## src/rtl/cla_pipe_adder.sv

```systemverilog
// Pipelined carry-lookahead adder/subtractor with valid/ready handshake.
// Groups of GROUP bits are split evenly over STAGES registers; the group carry ripples stage to stage.
module cla_pipe_adder #(
  parameter int unsigned WIDTH  = 32,
  parameter int unsigned GROUP  = 4,
  parameter int unsigned STAGES = 2
) (
  input  logic                     clk,
  input  logic                     rst_n,
  input  logic                     in_valid,
  output logic                     in_ready,
  input  logic [WIDTH-1:0]         in_a,
  input  logic [WIDTH-1:0]         in_b,
  input  logic                     in_cin,
  input  logic                     in_sub,
  output logic                     out_valid,
  input  logic                     out_ready,
  output logic [WIDTH-1:0]         out_sum,
  output logic                     out_cout,
  output logic                     out_ovf,
  output logic                     out_zero,
  output logic [WIDTH/GROUP-1:0]   out_gc
);

  localparam int unsigned NGRP = WIDTH / GROUP;
  localparam int unsigned NPS  = NGRP / STAGES;
  localparam int unsigned LAST = STAGES - 1;

  // Each stage register carries the full operands plus the partial sum; upper
  // operand bits and the lower finished sum bits pass through untouched.
  typedef struct packed {
    logic             valid;
    logic [WIDTH-1:0] a;
    logic [WIDTH-1:0] b;
    logic [WIDTH-1:0] sum;
    logic             carry;
    logic             cmsb;
    logic             zero;
    logic [NGRP-1:0]  gc;
  } stage_t;

  stage_t stg_q   [STAGES];
  stage_t stg_d   [STAGES];
  stage_t stg_in  [STAGES];
  logic   rdy     [STAGES];

  function automatic stage_t stage_fn(input stage_t si, input int unsigned s);
    stage_t          so;
    logic            c;
    logic            gg;
    logic            pg;
    logic [GROUP-1:0] gv;
    logic [GROUP-1:0] pv;
    logic [GROUP-1:0] cv;
    int unsigned     grp;
    int unsigned     idx;
    so = si;
    c  = si.carry;
    for (int unsigned k = 0; k < NPS; k++) begin
      grp = s * NPS + k;
      for (int unsigned j = 0; j < GROUP; j++) begin
        idx   = grp * GROUP + j;
        gv[j] = si.a[idx] & si.b[idx];
        pv[j] = si.a[idx] ^ si.b[idx];
      end
      cv[0] = c;
      for (int unsigned j = 1; j < GROUP; j++)
        cv[j] = gv[j-1] | (pv[j-1] & cv[j-1]);
      gg = 1'b0;
      pg = 1'b1;
      for (int unsigned j = 0; j < GROUP; j++) begin
        gg = gv[j] | (pv[j] & gg);
        pg = pg & pv[j];
      end
      for (int unsigned j = 0; j < GROUP; j++)
        so.sum[grp * GROUP + j] = pv[j] ^ cv[j];
      c = gg | (pg & c);
      so.gc[grp] = c;
      if (grp == NGRP - 1)
        so.cmsb = cv[GROUP-1];
    end
    so.carry = c;
    if (s == LAST)
      so.zero = ~|so.sum;
    return so;
  endfunction

  always_comb begin
    stg_in[0]       = '0;
    stg_in[0].valid = in_valid;
    stg_in[0].a     = in_a;
    stg_in[0].b     = in_sub ? ~in_b : in_b;
    stg_in[0].carry = in_sub ? 1'b1 : in_cin;
    for (int unsigned s = 1; s < STAGES; s++)
      stg_in[s] = stg_q[s-1];

    // Bubble-collapsing ready chain, evaluated from the output backwards.
    rdy[LAST] = ~stg_q[LAST].valid | out_ready;
    for (int unsigned k = 1; k < STAGES; k++)
      rdy[LAST-k] = ~stg_q[LAST-k].valid | rdy[LAST-k+1];

    for (int unsigned s = 0; s < STAGES; s++) begin
      stg_d[s] = stg_q[s];
      if (rdy[s]) begin
        if (stg_in[s].valid)
          stg_d[s] = stage_fn(stg_in[s], s);
        else
          stg_d[s].valid = 1'b0;
      end
    end
  end

  always_ff @(posedge clk or negedge rst_n) begin
    if (!rst_n) begin
      for (int unsigned s = 0; s < STAGES; s++)
        stg_q[s] <= '0;
    end else begin
      for (int unsigned s = 0; s < STAGES; s++)
        stg_q[s] <= stg_d[s];
    end
  end

  assign in_ready  = rdy[0];
  assign out_valid = stg_q[LAST].valid;
  assign out_sum   = stg_q[LAST].sum;
  assign out_cout  = stg_q[LAST].carry;
  assign out_ovf   = stg_q[LAST].cmsb ^ stg_q[LAST].carry;
  assign out_zero  = stg_q[LAST].zero;
  assign out_gc    = stg_q[LAST].gc;

endmodule

```

## config.mk

```make
export PLATFORM = sky130hd
export DESIGN_NAME = cla_pipe_adder
export DESIGN_NICKNAME = d
export VERILOG_FILES = /design/src/rtl/cla_pipe_adder.sv
export SDC_FILE = /design/constraint.sdc
export NUM_CORES = 1
export LEC_CHECK = 0
export CAP_MARGIN = 5
export CORE_ASPECT_RATIO = 1.25
export CORE_MARGIN = 2
export CORE_UTILIZATION = 47
export DETAILED_ROUTE_END_ITERATION = 6
export GPL_TIMING_DRIVEN = 0
export PLACE_DENSITY = 0.77
export SYNTH_ARGS = -nofsm -noshare
export SYNTH_HDL_FRONTEND = slang
export SYNTH_SLANG_ARGS = --single-unit
```

## constraint.sdc

```tcl
create_clock -name clk -period 2.96 [get_ports clk]
set_input_delay 0.296 -clock clk [delete_from_list [all_inputs] [get_ports clk]]
set_output_delay 0.296 -clock clk [all_outputs]
set_load 0.01 [all_outputs]
```

==> summary.txt <==
Synth
  • Largest family of logic cells by synthesized area: adder cells
  • Cells after Synth: 493
  • Synth Area in XOR/XNOR: 0.0646
  • Syn_area_per_cell: 11.3 um2
  • Ys Warns: 0
  • Syn Nets: 619
  • Register area share after synthesis: 0.432
  • Fraction of the mapped netlist area in adder cells: 0.158
  • Post-Syn Area: 0.00556 mm2
  • Post-synthesis mux area share: 0.101
  • Yosys reg bits: 96
  • Synth Area in Compound Gates: 0.0765
  • Simple-Gate Fraction of Synth Area: 0.0711
  • Cell variety after synth: 39

Critical path
  • Crit end category: register
  • Worst Path Required: 3.20 ns
  • CP startpoint kind: register
  • Worst EP arrival: 3.61 ns
  • CP max FO: 3
  • Crit-path slowest cell: fa_2
  • Top delay family on crit path: adder cells
  • Crit-path cells: ha_1 > o21ai_1 > o21ai_1 > nand3_1 > and2_4 > fa_1 > inv_1 > fa_2 > fa_2 > nor4_2 > nand4_1 > o41ai_2
  • Crit Path Class: reg -> reg
  • Slowest stage delay, CP: 0.46 ns
  • WP buf/inv: 1

Final layout
  • Final cell count without fillers: 778
  • Most frequent cells in the layout: clkdlybuf4s50_1 (107), dfrtp_1 (96), buf_4 (61)
  • Register area: 0.00240 mm2
  • Proportion of layout cells with a drive suffix above 1: 0.284
  • NumNets Final: 761
  • Layout fillers: 865
  • Area grow syn2layout: 37.3%
  • Final core occ: 0.660
  • Multi-input logic area: 0.00284 mm2
  • Diode count: 0
  • Most common cell after layout, fill and taps aside: clkdlybuf4s50_1

Detailed routing
  • Remaining antenna violation count: 0
  • WL per Instance: 17.2 um
  • Number of vias in the routed layout: 4099
  • Iteration count of the initial detailed-routing pass: 4
  • Drt initial violations: 140
  • Aggregate routed wire length: 13400 um
  • DRC Markers: 0
  • Via-per-instance ratio: 5.27

Placed design
  • IO Port Bufs: 113
  • Placed cells: 745
  • Detailed placement HPWL: 9950 um
  • Dpl ws: -0.542 ns
  • Gp weighted congestion: 0.920

Power
  • IR drop worst, VDD: 0.295 mV
  • Power Dens Cells: 765 mW/mm2
  • Leakage: 0.00345 uW
  • Total power draw: 5840 uW

Die
  • Chip Height: 126 um
  • Die width: 101 um
  • Initial Util: 0.481
  • Floorplan row count: 44
  • IO Pins: 115
  • Die ar.: 0.0127 mm2
  • Core box area: 0.0116 mm2

Global routing
  • Number of global-route vias before repair: 4281
  • Initial antenna violation count: 0
  • First-pass GRT wire length: 20800 um
  • Largest net degree at the start of global routing: 67
  • Global Route Usage Sum: 0.212
  • Gr ovfl total: 0

Clock network
  • CTS Root Cell: clkbuf_16
  • Clock-pin slew on the worst setup and hold paths: 0.07 ns
  • Insertion delay to the later sink of the worst-skew pair: 0.34 ns
  • Clock buffer count from CTS: 9
  • Total clock sinks: 96
  • Htree depth: 3
  • Max Root-Sink Buffers: 2
  • CTS tree: built

STA
  • Unrepaired setup endpoints after global routing: true
  • Post-route setup slack: -0.408 ns
  • F_max: 297 MHz
  • Measured slew at the worst slew-check pin: 0.440 ns
  • Setup Viol. Count Final: 1
  • Slew Limit Fails: 0
  • Clk_skew: 0.00654 ns
  • Fin crit share: 1.14
  • Tmin final: 3.37 ns
  • Max transition margin: 0.707
  • Endpoints failing hold: 0

Status
  • Run status: finished with violations
  • Failing checks: negative setup slack

Job
  • Max cap viols: 0

Min path
  • Worst min path class: in -> reg
-- per-layer routing --
layer / track usage / part of all wire / vias to the layer above
li1: - / - / 1901
met5: 0 / 0 / -
met4: 0.0882 / 0.031 / 0
met3: 0.0380 / 0.048 / 31
met1: 0.277 / 0.41 / 2033
met2: 0.345 / 0.51 / 134
-- sequential cells by signal, indices dropped and copies added, names as in the netlist --
signal,count
out_gc,8
out_sum,32
out_valid,1
out_zero,1
stg_in,53
stg_q,1
-- area by class of cell --
cell class | instances | area share
plain buffers | 58 | 0.0576
clock inverters | 5 | 0.0134
clock buffers | 11 | 0.0331
flip-flops and latches | 96 | 0.315
multi-input cells | 306 | 0.372
inverters | 33 | 0.0162
repair buffers | 131 | 0.170
well taps | 138 | 0.0226
-- cell usage after synthesis --
| cell type | n | area share |
|---|---|---|
| a2111oi_0 | 1 | 0.0016 |
| a211o_1 | 1 | 0.0016 |
| a211oi_1 | 1 | 0.0014 |
| a211oi_2 | 1 | 0.0023 |
| a21o_1 | 2 | 0.0027 |
| a21oi_1 | 17 | 0.015 |
| a221oi_1 | 1 | 0.0016 |
| and2_1 | 1 | 0.0011 |
| and4_1 | 1 | 0.0016 |
| and4b_1 | 1 | 0.0018 |
| buf_2 | 9 | 0.0081 |
| buf_4 | 44 | 0.059 |
| buf_6 | 2 | 0.0041 |
| clkbuf_1 | 3 | 0.0020 |
| dfrtp_1 | 96 | 0.43 |
| fa_1 | 24 | 0.086 |
| ha_1 | 32 | 0.072 |
| inv_1 | 33 | 0.022 |
| mux2_2 | 49 | 0.099 |
| mux2i_1 | 1 | 0.0018 |
| nand2_1 | 49 | 0.033 |
| nand2_2 | 1 | 0.0011 |
| nand2b_1 | 3 | 0.0034 |
| nand3_1 | 4 | 0.0036 |
| nand3b_1 | 1 | 0.0014 |
| nand4_1 | 7 | 0.0079 |
| nor2_1 | 8 | 0.0054 |
| nor2_4 | 1 | 0.0020 |
| nor3_1 | 1 | 0.00090 |
| nor4_1 | 6 | 0.0068 |
| o211a_4 | 1 | 0.0032 |
| o21ai_0 | 43 | 0.039 |
| o21ai_1 | 2 | 0.0018 |
| o21bai_1 | 2 | 0.0027 |
| o31ai_2 | 1 | 0.0023 |
| o41ai_1 | 1 | 0.0016 |
| or3_1 | 1 | 0.0011 |
| xnor2_1 | 17 | 0.027 |
| xor2_1 | 24 | 0.038 |
-- power breakdown --
part	total (uW)	internal, uW	leakage [uW]	switching (uW)
clock	1360	870	0.000172	494
sequential	2010	1700	0.00116	307
combinational	2460	1470	0.00212	993
-- worst reg2reg max path: stages, from the launching register on --
cell	delay, ns
dfrtp_1	0.42
ha_1	0.29
o21ai_1	0.08
o21ai_1	0.24
nand3_1	0.20
and2_4	0.19
fa_1	0.36
inv_1	0.10
fa_2	0.22
fa_2	0.46
nor4_2	0.23
nand4_1	0.17
o41ai_2	0.32
-- per-stage QoR --
| step | TNS [ns] | hold slack (ns) | cell area, um2 |
|---|---|---|---|
| floorplan | -0.0486 | 0.000409 | 5650 |
| global placement | -172.91 | 0.468 | 6950 |
| detailed placement | -3.78 | 0.262 | 6980 |
| CTS | -0.244 | 0.293 | 7430 |
| global route | -0.655 | 0.323 | 7630 |
| finish | -0.408 | 0.288 | 7630 |
-- path summary, 6_finish.rpt --
kind / startpoint / endpoint / slack [ns] / cells past startpoint
worst max-delay path: stg_in[60]$_DFFE_PN0P_ / out_zero$_DFFE_PN0P_ / -0.41 / 12
worst min-delay path: in_sub / stg_in[59]$_DFFE_PN0P_ / 0.29 / 4
worst max register to register: stg_in[60]$_DFFE_PN0P_ / out_zero$_DFFE_PN0P_ / -0.41 / 12
worst min register to register: out_sum[23]$_DFFE_PN0P_ / out_sum[23]$_DFFE_PN0P_ / 0.48 / 2
max in group asynchronous: rst_n / out_sum[4]$_DFFE_PN0P_ / 1.86 / 3
min in group asynchronous: rst_n / stg_in[98]$_DFFE_PN0P_ / 0.45 / 2
-- cell families after synthesis --
logic type / after synthesis
AOI/OAI and AO/OA: 74
xor gates and xnor gates: 41
adders and majority gates: 56
buffers and inverters: 91
DFF: 96
muxes: 50
and+or+nand+nor: 85
-- what timing repair did --
action | in CTS | in global routing
pin swaps | 8 | 21
endpoints found under the setup margin | 7 | 13
resized for setup | 13 | 24
hold buffers | 1 | 0
buffers inserted | 5 | 11
hold endpoints to repair | 30 | 0
(Power assumes the default switching activity.)
